===== config.mk =====
export PLATFORM = sky130hd
export DESIGN_NAME = song_sequencer_flat
export DESIGN_NICKNAME = d
export VERILOG_FILES = /design/src/rtl/song_sequencer_if.sv /design/src/rtl/song_sequencer.sv /design/src/flat_wrapper.sv
export SDC_FILE = /design/constraint.sdc
export NUM_CORES = 1
export LEC_CHECK = 0
export ABC_AREA = 1
export CAP_MARGIN = 15
export CORE_ASPECT_RATIO = 0.5
export CORE_MARGIN = 10
export CORE_UTILIZATION = 60
export DETAILED_ROUTE_END_ITERATION = 16
export HOLD_SLACK_MARGIN = 0.15
export PLACE_DENSITY = 0.85
export RECOVER_POWER = 25
export SKIP_CTS_REPAIR_TIMING = 1
export SLEW_MARGIN = 10
export SYNTH_ARGS = -nofsm -noshare
export SYNTH_HDL_FRONTEND = slang
export SYNTH_SLANG_ARGS = --single-unit

===== constraint.sdc =====
create_clock -name clk -period 4.2 [get_ports clk]
set_clock_uncertainty 0.05 [all_clocks]
set_input_delay 0.42 -clock clk [delete_from_list [all_inputs] [get_ports clk]]
set_output_delay 0.42 -clock clk [all_outputs]
set_load 0.02 [all_outputs]

===== src/rtl/song_sequencer_if.sv =====
// Start/stop control, note ROM port and tone generator port of the song sequencer.
interface song_sequencer_if #(
  parameter int unsigned IDX_W = 5
);
  logic             start;
  logic             stop;
  logic [3:0]       note_code;
  logic [1:0]       note_len;
  logic [IDX_W-1:0] note_addr;
  logic [15:0]      tone_div;
  logic             tone_en;
  logic             busy;
  logic             done;

  modport master (
    input  start, stop, note_code, note_len,
    output note_addr, tone_div, tone_en, busy, done
  );

  modport slave (
    output start, stop, note_code, note_len,
    input  note_addr, tone_div, tone_en, busy, done
  );
endinterface


===== src/rtl/song_sequencer.sv =====
// Melody player: walks a note ROM and drives a tone generator divider plus gate.
// Optional silence between notes: define SEQ_ARTICULATION_GAP_EN.
module song_sequencer #(
  parameter int unsigned TICKS_PER_BEAT = 3000000,
  parameter int unsigned SONG_LEN       = 25,
  parameter int unsigned IDX_W          = 5,
  parameter int unsigned GAP_TICKS      = 300000
) (
  input  logic                 clk,
  input  logic                 rst,
  song_sequencer_if.master     bus
);

  // One counter serves both beat ticks and the articulation gap
  localparam int unsigned TICK_MAX = (TICKS_PER_BEAT > GAP_TICKS) ? TICKS_PER_BEAT : GAP_TICKS;
  localparam int unsigned TICK_W   = (TICK_MAX > 1) ? $clog2(TICK_MAX) : 1;
  localparam logic [IDX_W-1:0]  LAST_ADDR   = IDX_W'(SONG_LEN - 1);
  localparam logic [TICK_W-1:0] BEAT_RELOAD = TICK_W'(TICKS_PER_BEAT - 1);

  typedef enum logic [2:0] {
    IDLE,
    FETCH,
    PLAY,
`ifdef SEQ_ARTICULATION_GAP_EN
    GAP,
`endif
    FINISH
  } state_t;

  state_t             state, state_nxt;
  logic [IDX_W-1:0]   addr_q, addr_nxt;
  logic [15:0]        div_q, div_nxt;
  logic               en_q, en_nxt;
  logic               busy_q, busy_nxt;
  logic               done_q, done_nxt;
  logic [TICK_W-1:0]  tick_q, tick_nxt;
  logic [1:0]         beat_q, beat_nxt;

  function automatic logic [15:0] pitch_div(input logic [3:0] code);
    case (code)
      4'd1:    pitch_div = 16'd45977;
      4'd2:    pitch_div = 16'd40955;
      4'd3:    pitch_div = 16'd36474;
      4'd4:    pitch_div = 16'd34383;
      4'd5:    pitch_div = 16'd30612;
      4'd6:    pitch_div = 16'd27272;
      4'd7:    pitch_div = 16'd25751;
      4'd8:    pitch_div = 16'd22944;
      default: pitch_div = 16'd0;
    endcase
  endfunction

  always_ff @(posedge clk) begin
    if (rst) begin
      state  <= IDLE;
      addr_q <= '0;
      div_q  <= '0;
      en_q   <= 1'b0;
      busy_q <= 1'b0;
      done_q <= 1'b0;
      tick_q <= '0;
      beat_q <= '0;
    end else begin
      state  <= state_nxt;
      addr_q <= addr_nxt;
      div_q  <= div_nxt;
      en_q   <= en_nxt;
      busy_q <= busy_nxt;
      done_q <= done_nxt;
      tick_q <= tick_nxt;
      beat_q <= beat_nxt;
    end
  end

  always_comb begin
    state_nxt = state;
    addr_nxt  = addr_q;
    div_nxt   = div_q;
    en_nxt    = en_q;
    busy_nxt  = busy_q;
    done_nxt  = 1'b0;
    tick_nxt  = tick_q;
    beat_nxt  = beat_q;

    case (state)
      IDLE: begin
        if (bus.start && !bus.stop) begin
          state_nxt = FETCH;
          addr_nxt  = '0;
          busy_nxt  = 1'b1;
        end
      end
      FETCH: begin
        div_nxt   = pitch_div(bus.note_code);
        en_nxt    = (pitch_div(bus.note_code) != 16'd0);
        beat_nxt  = bus.note_len;
        tick_nxt  = BEAT_RELOAD;
        state_nxt = PLAY;
      end
      PLAY: begin
        if (tick_q != TICK_W'(0)) begin
          tick_nxt = tick_q - TICK_W'(1);
        end else if (beat_q != 2'd0) begin
          beat_nxt = beat_q - 2'd1;
          tick_nxt = BEAT_RELOAD;
        end else begin
          en_nxt = 1'b0;
          if (addr_q == LAST_ADDR) begin
            state_nxt = FINISH;
            done_nxt  = 1'b1;
            busy_nxt  = 1'b0;
            addr_nxt  = '0;
          end else begin
            addr_nxt  = addr_q + IDX_W'(1);
`ifdef SEQ_ARTICULATION_GAP_EN
            state_nxt = GAP;
            tick_nxt  = TICK_W'(GAP_TICKS - 1);
`else
            state_nxt = FETCH;
`endif
          end
        end
      end
`ifdef SEQ_ARTICULATION_GAP_EN
      GAP: begin
        if (tick_q != TICK_W'(0)) tick_nxt = tick_q - TICK_W'(1);
        else                      state_nxt = FETCH;
      end
`endif
      FINISH: state_nxt = IDLE;
      default: state_nxt = IDLE;
    endcase

    // Abort wins over any note end or finish decided above
    if (bus.stop && state != IDLE) begin
      state_nxt = IDLE;
      en_nxt    = 1'b0;
      busy_nxt  = 1'b0;
      done_nxt  = 1'b0;
      addr_nxt  = '0;
      tick_nxt  = '0;
      beat_nxt  = '0;
    end
  end

  assign bus.note_addr = addr_q;
  assign bus.tone_div  = div_q;
  assign bus.tone_en   = en_q;
  assign bus.busy      = busy_q;
  assign bus.done      = done_q;

endmodule


===== src/flat_wrapper.sv =====
// flat-port wrapper written by rule: the top's interface ports become plain ports
module song_sequencer_flat 
#(
  parameter int unsigned TICKS_PER_BEAT = 3000000,
  parameter int unsigned SONG_LEN       = 25,
  parameter int unsigned IDX_W          = 5,
  parameter int unsigned GAP_TICKS      = 300000
)
  (clk, rst, bus_start, bus_stop, bus_note_code, bus_note_len, bus_note_addr, bus_tone_div, bus_tone_en, bus_busy, bus_done);
  song_sequencer_if #(.IDX_W(IDX_W)) bus_i ();
  input  logic clk;
  input  logic rst;
  input wire logic [$bits(bus_i.start)-1:0] bus_start;
  input wire logic [$bits(bus_i.stop)-1:0] bus_stop;
  input wire logic [$bits(bus_i.note_code)-1:0] bus_note_code;
  input wire logic [$bits(bus_i.note_len)-1:0] bus_note_len;
  output wire logic [$bits(bus_i.note_addr)-1:0] bus_note_addr;
  output wire logic [$bits(bus_i.tone_div)-1:0] bus_tone_div;
  output wire logic [$bits(bus_i.tone_en)-1:0] bus_tone_en;
  output wire logic [$bits(bus_i.busy)-1:0] bus_busy;
  output wire logic [$bits(bus_i.done)-1:0] bus_done;
  assign bus_i.start = bus_start;
  assign bus_i.stop = bus_stop;
  assign bus_i.note_code = bus_note_code;
  assign bus_i.note_len = bus_note_len;
  assign bus_note_addr = bus_i.note_addr;
  assign bus_tone_div = bus_i.tone_div;
  assign bus_tone_en = bus_i.tone_en;
  assign bus_busy = bus_i.busy;
  assign bus_done = bus_i.done;
  song_sequencer #(.TICKS_PER_BEAT(TICKS_PER_BEAT), .SONG_LEN(SONG_LEN), .IDX_W(IDX_W), .GAP_TICKS(GAP_TICKS)) u_core (.clk(clk), .rst(rst), .bus(bus_i));
endmodule

# Yosys cells after proc, flatten, opt, wreduce, memory -nomap -nowiden

Memories as Yosys holds them, arrays and structs flattened. A register that Yosys moved wholly into a read port is not among the register bits.
Cells that the tools add are included.

Add/sub/neg operators: 3
$mul: 0
Div/mod/pow operators: 0
$lt $le $gt $ge: 0
Equality and inequality tests: 9
Shifts and indexed selects: 0
Mux-type cells: 26
Bitwise gates (word level): 1
Reductions and logical operators: 18

Operator list:

| operator                | count |
|---|---|
| $mux W22                | 2 |
| $pmux W22 S2            | 1 |
| $reduce_bool A22 Y1     | 1 |
| $sub A22 B1 Y22 const B | 1 |
| $mux W5                 | 4 |
| $mux W16                | 1 |
| $reduce_bool A16 Y1     | 1 |
| $pmux W5 S2             | 1 |
| $mux W3                 | 3 |
| $pmux W3 S3             | 1 |
| $reduce_and A3 Y1       | 3 |
| $mux W1                 | 7 |
| $mux W2                 | 3 |
| $ne A2 B1 Y1 const B    | 3 |
| $reduce_bool A2 Y1      | 3 |
| $add A5 B1 Y5 const B   | 1 |
| $eq A5 B5 Y1 const B    | 1 |
| $reduce_and A5 Y1       | 1 |
| $reduce_or A5 Y1        | 1 |
| $ne A2 B2 Y1 const B    | 2 |
| $pmux W1 S2             | 2 |
| $pmux W2 S2             | 1 |
| $reduce_and A4 Y1       | 1 |
| $eq A3 B1 Y1 const B    | 1 |
| 10 further kinds        | 11 |

Flip-flop bits (word level): 35
Latch bits: 0
Memory bits (writable): 0
ROM bits: 512
Bits of input ports: 10
Output and inout bits: 24
Logic and storage cells: 66
Memories kept: 2

Memory list:

| memory           | words | bits a word | read ports | clocked after memory_dff | write ports | line                 | text |
|---|---|---|---|---|---|---|---|
| (name not given) | 16    | 16          | 1          | 1                        | 0           | song_sequencer.sv:40 | `case (code)` |
| (name not given) | 16    | 16          | 1          | 0                        | 0           | song_sequencer.sv:40 |  |

# Logic depth before layout (Yosys ltp)

Gate-level depths: netlist of the first run.

Depth in word-level cells: 5
Gate-level depth with buffers: 12
Depth with buffers taken out: 11

# Least setup slack after synthesis of the first run

OpenSTA, ideal clock, no wires.

Kind: reg-to-reg
Start point: register u_core.tick_q[0]
End point: register u_core.tick_q[14]
Library setup time: 0.132 ns
Arrival time: 1.462 ns
Data required time: 4.018 ns
Path slack: 2.556 ns
Stages on the path, launching flop included: 11
Buffers on the path: 1
Clock period less this slack: 1.644 ns
Path through: dfxtp_1 -> inv_1 -> ha_1 -> nand2_2 -> nor2_4 -> nand4_4 -> nand2_4 -> inv_4 -> buf_6 -> o21ai_2 -> a21oi_1

Cells in the longest elaborated chain, start to end: 3
Elaborated cells on any way between the ends: 6
Those cells by class: add/sub: 1; eq/ne: 1; mux: 2; reduce/logical: 2

Ends and longest elaborated chain:

| element                                                       | line                                         | text |
|---|---|---|
| start: declaration                                            | song_sequencer.sv:36                         | `logic [TICK_W-1:0] tick_q, tick_nxt;` |
| start signal: assignment                                      | song_sequencer.sv:70                         | `tick_q <= tick_nxt;` |
| $sub A22 B1 Y22 / $reduce_bool A22 Y1 (equally long branches) | song_sequencer.sv:102, song_sequencer.sv:101 |  |
| $mux W22 / $ne A3 B1 Y1 (equally long branches)               | --                                           |  |
| $pmux W22 S2 / $reduce_and A2 Y1 (equally long branches)      | --                                           |  |

Parallel ways exist; a longest one is shown, timed or not.
A chain may end at the register's enable or synchronous reset.

# Worst setup path in the final report of the first run

Start point: register u_core.state[0]
End point: register u_core.addr_q[1], in the netlist u_core.bus.note_addr[1]

Cells in the longest elaborated chain, start to end: 3
Elaborated cells on any way between the ends: 11
Those cells by class: eq/ne: 4; mux: 1; reduce/logical: 6

Ends and longest elaborated chain:

| element                                                                       | line                 | text |
|---|---|---|
| start: declaration                                                            | song_sequencer.sv:30 | `state_t state, state_nxt;` |
| start signal: assignment                                                      | song_sequencer.sv:64 | `state <= state_nxt;` |
| $eq A3 B2 Y1 (tied with other cells)                                          | song_sequencer.sv:85 | `case (state)` |
| $ne A2 B2 Y1 (no source line) (tied with other cells)                         | --                   |  |
| $reduce_and A4 Y1 (no source line) / $reduce_or A2 Y1 (equally long branches) | --                   |  |
| end signal: assignment                                                        | song_sequencer.sv:65 | `addr_q <= addr_nxt;` |
| end: declaration                                                              | song_sequencer.sv:31 | `logic [IDX_W-1:0] addr_q, addr_nxt;` |

Parallel ways exist; a longest one is shown, timed or not.

==> flow_summary.yaml, run 1 <==
clock_network:
  cts.sinks: 49
  clk_path_buf_depth: 2
  clkTransAtPathRegs_ps: 100
  cts_tree: "done"
  worstSkewPairLatency_ps: 310
  cts_root_buffer: "clkbuf_8"
  cts_made_buffers: 5
  cts_max_level: 2
job:
  cap_viol_max_count: 0
synthesis:
  yosysTopAreaCell: "dfxtp_1"
  ys_ff_latch: 49
  synth_fp_nets: 462
  ys_top_cells_by_area: "dfxtp_1, nand2_1, nor2_1, inv_1, o21ai_0"
  synth_cell_type_count: 35
  syn_area_sq_um: 2890
  synth-warning-count: 0
  yosysSeqAreaShare_pct: 34.0
  avgSynthCellArea_sq_um: 6.56
  yosys.area.top_type_share_pct: 34.0
  synth_cells: 440
critical_path:
  cp-start-kind: "register"
  r2r-start: "u_core.state[0]$_SDFFE_PP0P_"
  crit_required_ps: 4340
  cp-end-kind: "register"
  path_cells: "inv_1 -> ha_1 -> inv_1 -> nor2_1 -> nor2_1 -> nand3_4 -> o21ai_0 -> nor2_1"
  slowest_stage: "inv_1"
  cpPeakStageDelay_ps: 410
  r2r_cells: 8
  rrSetupSlack_ps: 2000
  worstPathMaxFanout: 13
  cpMostUsedCell: "nor2_1"
  path_class: "reg -> reg"
  r2r_end: "u_core.bus.note_addr[1]$_SDFFE_PP0P_"
  crit_arrival_ps: 2330
timing:
  relSlewSlack_pct: 42.8
  tightest_slew_ps: 859
  setup_tns_ps: 0
  setup_viol: 0
  rsz0062_at_grt: "no"
  fmax_ghz: 0.456
  finalCriticalPeriod_ps: 2200
  hold_viol: 0
  fin_crit_sh_pct: 52.3
  slew_violations: 0
  setup_slack_ps: 2000
floorplan:
  die_x_um: 118
  start_util_pct: 64.0
  design.die.area_sq_um: 8150
  core_sq_um: 4510
  chipHeight_um: 69.0
  fp-row-count: 17
  ios: 34
grt:
  grt_start_max_net_pins: 29
  grt_pass1_vias: 2678
  track_usage_pct: 16.5
  antenna_found_initial: 0
  overflow: 0
  grt_pass1_wl_um: 11700
power_and_ir_drop:
  seq_power_share_pct: 27.6
  comb_power_share_pct: 58.8
  p_int_mw: 1.30
  power.switching_mw: 1.28
  pwr_density_cell_nw_per_um2: 771
  p_clk_share_pct: 13.6
  irDropWorstVdd_v: 0.000326
  p_sw_share_pct: 49.6
  cellLeakagePower_nw: 1.54
routing:
  drt-vias-per-instance: 5.31
  wire_per_inst_um: 12.8
  drc_errors: 0
  dr.pass1.iters: 5
  drtAntennaViolNets: 0
  drt-total-wl_um: 6850
  drt_iter0_drc: 218
  num_vias: 2843
final_layout:
  diodes: 0
  fill_cells: 378
  final_common_cell: "nand2_1"
  final_cell_mix: "nand2_1, nor2_1, inv_1"
  areaGrowthSynthToFinish_pct: 16.0
  drive_gt1_share_pct: 6.61
  fin_nets: 490
hold_path:
  holdPathEnd: "u_core.bus.busy$_SDFFE_PP0P_"
  hp-start: "u_core.bus.busy$_SDFFE_PP0P_"
  hold_class: "reg -> reg"
  hold_depth: 2
place:
  dp_hpwl_um: 5100
  gp_congestion: 0.932
  port_buffers: 33
  dpl_worst_slack_ps: 1950
outcome:
  status: "complete, no violations"
worst max-delay path by stage:
stage	startpoint	slack, ps	end
after floorplan	u_core.tick_q[0]$_SDFFE_PP0P_	2560	u_core.tick_q[14]$_SDFFE_PP0P_
after global placement	bus_note_code[3]	1970	u_core.bus.tone_en$_SDFFE_PP0P_
after detailed placement	bus_note_code[0]	1950	u_core.bus.tone_en$_SDFFE_PP0P_
after CTS	u_core.state[0]$_SDFFE_PP0P_	2010	u_core.bus.note_addr[1]$_SDFFE_PP0P_
after global routing	u_core.state[0]$_SDFFE_PP0P_	1740	u_core.bus.note_addr[1]$_SDFFE_PP0P_
final	u_core.state[0]$_SDFFE_PP0P_	2000	u_core.bus.note_addr[1]$_SDFFE_PP0P_
metrics by stage:
stage | total power [mW] | area, sq um | std cells | utilization [%] | hold WS [ps]
CTS | 2.60 | 3350 | 535 | 74.3 | 406
finish | 2.58 | 3350 | 535 | 74.3 | 407
global route | 2.83 | 3350 | 535 | 74.3 | 436
floorplan | 1.90 | 2890 | 440 | - | 383
detailed placement | 2.23 | 3230 | 527 | 71.7 | 390
global placement | 2.19 | 3230 | 527 | 71.7 | 392
cells in the mapped netlist (all sizes together):
cell / number
nand2: 107
nor2: 69
inv: 60
dfxtp: 49
o21ai: 39
a21oi: 33
nand3: 26
ha: 12
clkbuf: 8
nand4: 8
nor3: 6
buf: 5
or2: 4
o211ai: 3
xor2: 3
a31oi: 2
and2: 1
and3: 1
clkinv: 1
nand3b: 1
o21bai: 1
xnor2: 1
per-layer routing:
layer | vias up | track usage [%] | wire, um
met5 | - | 0 | 0
met4 | 0 | 5.93 | 116
met3 | 13 | 5.18 | 481
met2 | 84 | 27.2 | 3170
met1 | 1291 | 19.7 | 3080
li1 | 1455 | - | -
cell families (layout without fill, tap and decap cells):
family | after synthesis | in the layout | share of synthesized area (%)
adders and majority gates | 12 | 12 | 5.20
DFF | 49 | 49 | 34.0
and+or+nand+nor | 223 | 223 | 34.7
AOI/OAI and AO/OA | 78 | 78 | 14.3
xor gates and xnor gates | 4 | 4 | 1.21
buffers and inverters | 74 | 103 | 10.6
final cells by class:
| type | count | area, sq um | area share, % |
|---|---|---|---|
| multi-input cells | 317 | 1600 | 47.8 |
| flip-flops and latches | 49 | 981 | 29.3 |
| clock buffers | 5 | 68.8 | 2.06 |
| repair buffers | 34 | 338 | 10.1 |
| clock inverters | 3 | 46.3 | 1.38 |
| inverters | 61 | 231 | 6.91 |
| well taps | 66 | 82.6 | 2.47 |
registers in the layout (all words and copies together) (netlist names):
register	flops
u_core.bus.tone_div	15
u_core.beat_q	2
u_core.bus.busy	1
u_core.state	2
u_core.bus.done	1
u_core.bus.note_addr	5
u_core.bus.tone_en	1
u_core.tick_q	22
power by group through the flow:
stage	Combinational (mW)	Clock, mW	Sequential, mW
2_1_floorplan	1.13	0	0.761
3_3_place_gp	1.48	0	0.714
3_5_place_dp	1.51	0	0.720
4_1_cts	1.53	0.357	0.712
5_1_grt	1.72	0.373	0.732
6_report	1.52	0.352	0.712
worst max-delay path: cells and delay by family, from the launching register on:
kind | cells | cell delay [ps]
adders and majority gates | 1 | 350
DFF | 1 | 400
buffers and inverters | 2 | 490
and+or+nand+nor | 4 | 590
AOI/OAI and AO/OA | 1 | 180
No activity file was read; power rests on OpenSTA's default activity.
==> run 2, diff against run 1 <==
- CORE_UTILIZATION: 60 -> 51
- PLACE_DENSITY: 0.85 -> 0.77
- clock period: 4.2 -> 1.8 ns (I/O delays scaled with it)
==> run 2 against run 1 <==
Net effect:
- non-clock buffer count rose by 37
- clock power grew to 2.8 times the previous value
- sequential share of layout area fell by 2.7 points
- largest power group unchanged
- global-route usage fell by 1.1 points
- core utilization shrank 7.2 points
- critical endpoint is now u_core.tick_q[10]$_SDFFE_PP0P_
==> flow_summary.yaml, run 2 (synthesis gave the netlist of run 1 again) <==
timing:
  rsz0062_at_grt: "no"
  setup_slack_ps: 123
  fmax_ghz: 0.596
  setup_tns_ps: 0
  slew_violations: 0
  relSlewSlack_pct: 62.5
  finalCriticalPeriod_ps: 1680
  tightest_slew_ps: 562
  setup_viol: 0
  hold_viol: 0
  fin_crit_sh_pct: 93.2
grt:
  antenna_found_initial: 0
  grt_start_max_net_pins: 20
  grt_pass1_wl_um: 11900
  grt_pass1_vias: 2657
  overflow: 0
  track_usage_pct: 15.4
power_and_ir_drop:
  p_sw_share_pct: 47.1
  cellLeakagePower_nw: 1.72
  p_clk_share_pct: 15.0
  power.switching_mw: 3.13
  seq_power_share_pct: 24.9
  comb_power_share_pct: 60.1
  pwr_density_cell_nw_per_um2: 1800
  p_int_mw: 3.51
  irDropWorstVdd_v: 0.000804
final_layout:
  diodes: 0
  largest_register_ffs: 22
  fin_nets: 527
  final_common_cell: "nand2_1"
  drive_gt1_share_pct: 13.8
  final_cell_mix: "nand2_1, nor2_1, inv_1"
  regMostFlops: "u_core.tick_q"
  layout.cells.non_filler: 579
  areaGrowthSynthToFinish_pct: 27.7
critical_path:
  cp-end-kind: "register"
  worstPathMaxFanout: 4
  crit_arrival_ps: 1860
  cp-start-kind: "register"
  path_class: "reg -> reg"
  crit_required_ps: 1980
  r2r_cells: 10
clock_network:
  cts_tree: "done"
  clk_path_buf_depth: 2
  cts.sinks: 49
  clkTransAtPathRegs_ps: 70
  worstSkewPairLatency_ps: 290
  cts_max_level: 2
  cts_root_buffer: "clkbuf_16"
  cts_made_buffers: 5
floorplan:
  ios: 34
  die_x_um: 126
  start_util_pct: 52.6
  chipHeight_um: 73.2
  fp-row-count: 19
  design.die.area_sq_um: 9250
  core_sq_um: 5490
outcome:
  status: "complete, no violations"
routing:
  drt-vias-per-instance: 4.99
  drc_errors: 0
  drt-total-wl_um: 7030
  wire_per_inst_um: 12.1
  drtAntennaViolNets: 0
  num_vias: 2892
  drt_iter0_drc: 157
  dr.pass1.iters: 5
hold_path:
  hold_depth: 2
  hold_class: "reg -> reg"
place:
  gp_congestion: 0.899
  port_buffers: 33
  dp_hpwl_um: 5370
  post-place-cells: 571
  dpl_worst_slack_ps: -22.2
job:
  cap_viol_max_count: 0
==> run 2: power by group through the flow <==
stage          combinational, mW  sequential (mW)  clock, mW
6_report                    3.98             1.65      0.998
5_1_grt                     4.48             1.69       1.07
4_1_cts                     3.96             1.64       1.01
3_5_place_dp                3.94             1.66          0
3_3_place_gp                3.86             1.66          0
2_1_floorplan               2.65             1.78          0
==> run 2: final timing paths <==
kind	start	end	slack, ps
worst max-delay path	u_core.tick_q[0]$_SDFFE_PP0P_	u_core.tick_q[10]$_SDFFE_PP0P_	120
worst min-delay path	u_core.bus.busy$_SDFFE_PP0P_	u_core.bus.busy$_SDFFE_PP0P_	400
worst max register to register	u_core.tick_q[0]$_SDFFE_PP0P_	u_core.tick_q[10]$_SDFFE_PP0P_	120
worst min register to register	u_core.bus.busy$_SDFFE_PP0P_	u_core.bus.busy$_SDFFE_PP0P_	400
==> run 2: final cells by class <==
cell class,count,area [sq um]
tap,73,91.3
sequential,49,981
clock inverter,2,17.5
timing repair buffer,71,608
inverter,61,231
clock buffer,6,139
multi-input combinational,317,1620
fill,492,1810
==> run 2: per-stage QoR <==
| stage | util (%) | total power, mW | area (sq um) | hold WS, ps |
|---|---|---|---|---|
| 3_5_place_dp | 64.1 | 5.60 | 3520 | 402 |
| 5_1_grt | 67.1 | 7.25 | 3680 | 428 |
| 3_3_place_gp | 64.1 | 5.52 | 3520 | 393 |
| 2_1_floorplan | - | 4.42 | 2890 | 199 |
| 6_report | 67.1 | 6.63 | 3680 | 404 |
| 4_1_cts | 66.9 | 6.62 | 3680 | 412 |
==> run 2: worst max-delay path, stage by stage (launching register included) <==
cell and delay, ps:
dfxtp_1 320, inv_1 80, ha_1 190, nand2_2 90
nor2_4 180, buf_4 160, nand2_1 50, or2_2 270
nand3_1 70, nand2_1 50, a21oi_1 110
==> run 2: layer usage <==
layer / routed length (um) / global-route usage (%) / up-vias
li1: - / - / 1533
met5: 0 / 0 / -
met2: 3190 / 25.4 / 64
met4: 99 / 5.40 / 0
met3: 474 / 5.37 / 11
met1: 3270 / 18.4 / 1284
==> RTL edit: new RTL, flow settings as in run 2 <==
`TICKS_PER_BEAT` is set to 3000000 in 2 places; all go to 1500000.
--- a/src/rtl/song_sequencer.sv
+++ b/src/rtl/song_sequencer.sv
@@ -3,3 +3,3 @@
 module song_sequencer #(
-  parameter int unsigned TICKS_PER_BEAT = 3000000,
+  parameter int unsigned TICKS_PER_BEAT = 1500000,
   parameter int unsigned SONG_LEN       = 25,
--- a/src/flat_wrapper.sv
+++ b/src/flat_wrapper.sv
@@ -3,3 +3,3 @@
 #(
-  parameter int unsigned TICKS_PER_BEAT = 3000000,
+  parameter int unsigned TICKS_PER_BEAT = 1500000,
   parameter int unsigned SONG_LEN       = 25,
Behaviour: no difference found for any inputs over 10 cycles, from zero or initial values and one cycle with rst high; that may be too few to reach the edited logic, so the function may still have changed.
==> RTL edit against run 2 <==
  * Design area down 2.9%
  * Critical endpoint is now u_core.tick_q[19]$_SDFFE_PP0P_
  * Sequential cell count down 1
  * Routed wire length down 2.8%
  * Combinational power decreased by 2%
  * Core utilization down 1.4 points
  * Worst setup slack better by 0.018 ns
  * Power down 3.6%
  * Synthesized area is 0.95% lower
  * Sequential share of layout area rose by 0.28 points
  * Count of clock-buffer cells in the layout down 1
  * Via count is 0.86% lower
  * Non-clock buffer count down 8
==> RTL edit: results (changes against run 2) <==
----------------------------------------------------
[Status]
  Outcome ... finished, final reports clean

[Drt]
  Total via count after detailed routing ... 2867 (-0.86%)
  Post-DR wirelength/cell ... 12.16 µm (+0.15%)
  Violation count after the first detailed-routing iteration ... 175 (+11%)

[Yosys]
  Largest cells by area after synthesis ... dfxtp_1, nand2_1, inv_1
  Share of the yosys chip area belonging to registers ... 33.61% (-0.37 points)
  Total nets after synthesis ... 455 (-1.5%)

[Clocking]
  Clock latency reported for the late side of the worst-skew pair ... 0.31 ns (+0.02 ns)
  Clock transition at path regs ... 0.10 ns (+0.03 ns)

[Global routing]
  Global routing usage on met2 ... 26.45% (+1.0 points)
  Aggregate global-route resource usage ... 15.18% (-0.22 points)
  Largest net degree at the start of global routing ... 28 (+40%)
  GR met1 Demand/Resource ... 18.01% (-0.36 points)

[Placed design]
  Cell area after placement ... 0.003428 mm² (-2.6%)
  Pre-CTS setup slack ... -0.06432 ns (-0.04210 ns)
  Global placer's final weighted congestion ... 0.9060 (+0.73%)

[Layout]
  Util after Layout ... 65.71% (-1.4 points)
  Proportion of layout cells with a drive suffix above 1 ... 12.68% (-1.2 points)
  Final nets ... 511 (-3.0%)
  Largest register FFs ... 21 (-4.5%)
  # fillers ... 490 (-0.41%)

[Critical path]
  Arrival time of the worst setup path ... 1.82 ns (-0.04 ns)
  Maximum fanout encountered on the critical timing path ... 8 (+4)
  R2r setup slk ... 0.14 ns (+0.02 ns)

[Timing]
  Fmax ... 602.7 MHz (+1.1%)
  Actual slew at the worst max-slew pin ... 0.4816 ns (-0.08068 ns)

[Power and ir drop]
  Leak pwr ... 1.619 nW (-5.8%)

----------------------------------------------------
## RTL edit: cell types whose count changed in the layout (fill, tap and decap cells not counted), sizes merged, moves of 2 or more
| cell | before | now |
|---|---|---|
| clkbuf | 10 | 6 |
| xor2 | 3 | 1 |
| inv | 61 | 58 |
| a21oi | 33 | 36 |
| nand3 | 26 | 32 |
| or2 | 4 | 1 |
| dlygate4sd3 | 10 | 3 |
| clkdlybuf4s50 | 23 | 30 |
| clkinv | 2 | 0 |
| nand2 | 107 | 99 |
| buf | 34 | 29 |
| nor2 | 69 | 59 |
| nand4 | 8 | 13 |
| nand3b | 1 | 4 |
## RTL edit: per-layer routing
layer  part of all wire [%]  wire (µm)
met1                     47       3204
met2                     47       3211
met3                    5.0        340
met4                    1.1         77
met5                      0          0
## RTL edit: final timing paths
path / to / cells after the start / from
min reg2reg: u_core.bus.busy$_SDFFE_PP0P_ / 2 / u_core.bus.busy$_SDFFE_PP0P_
max: u_core.tick_q[19]$_SDFFE_PP0P_ / 9 / u_core.tick_q[10]$_SDFFE_PP0P_
max reg2reg: u_core.tick_q[19]$_SDFFE_PP0P_ / 9 / u_core.tick_q[10]$_SDFFE_PP0P_
min: u_core.bus.busy$_SDFFE_PP0P_ / 2 / u_core.bus.busy$_SDFFE_PP0P_
## RTL edit: worst max-delay path, stage by stage (launching register included)
cell      delay [ns]
dfxtp_1         0.37
nor2_2          0.20
nand2_2         0.13
nor2_4          0.19
nand3_4         0.10
nand2_4         0.13
nand2_4         0.09
nand2_2         0.14
o21bai_1        0.13
nor2_1          0.05
## RTL edit: cell families after synthesis
group                    count (synthesis)  synth area share [%]
XOR/XNOR                                 2                0.6128
AO/OA/AOI/OAI                           81                 14.57
buffers and inverters                   71                 10.20
AND/OR/NAND/NOR                        217                 35.32
flip-flops                              48                 33.61
adder cells (fa/ha/maj)                 13                 5.689
## RTL edit: cell type report
| class | instances | share of cell area [%] |
|---|---|---|
| flip-flops and latches | 48 | 26.90 |
| well taps | 73 | 2.553 |
| inverters | 57 | 6.121 |
| clock buffers | 5 | 1.924 |
| multi-input cells | 313 | 45.65 |
| clock inverters | 3 | 1.294 |
| repair buffers | 63 | 15.56 |
## RTL edit: through the flow
stage          hold WS [ns]  setup TNS, ns  std cells
2_1_floorplan        0.1991              0        432
3_3_place_gp         0.3897       -0.04139        554
3_5_place_dp         0.3974       -0.06432        554
4_1_cts              0.4122              0        562
5_1_grt              0.4381      -0.003441        562
6_report             0.4036              0        562
## RTL edit: power by group
group          internal (W)  leakage (nW)  total [W]  switching (W)
combinational       0.00149          1.17    0.00391        0.00242
clock              0.000419        0.0548   0.000819       0.000400
sequential          0.00139         0.393    0.00166       0.000267
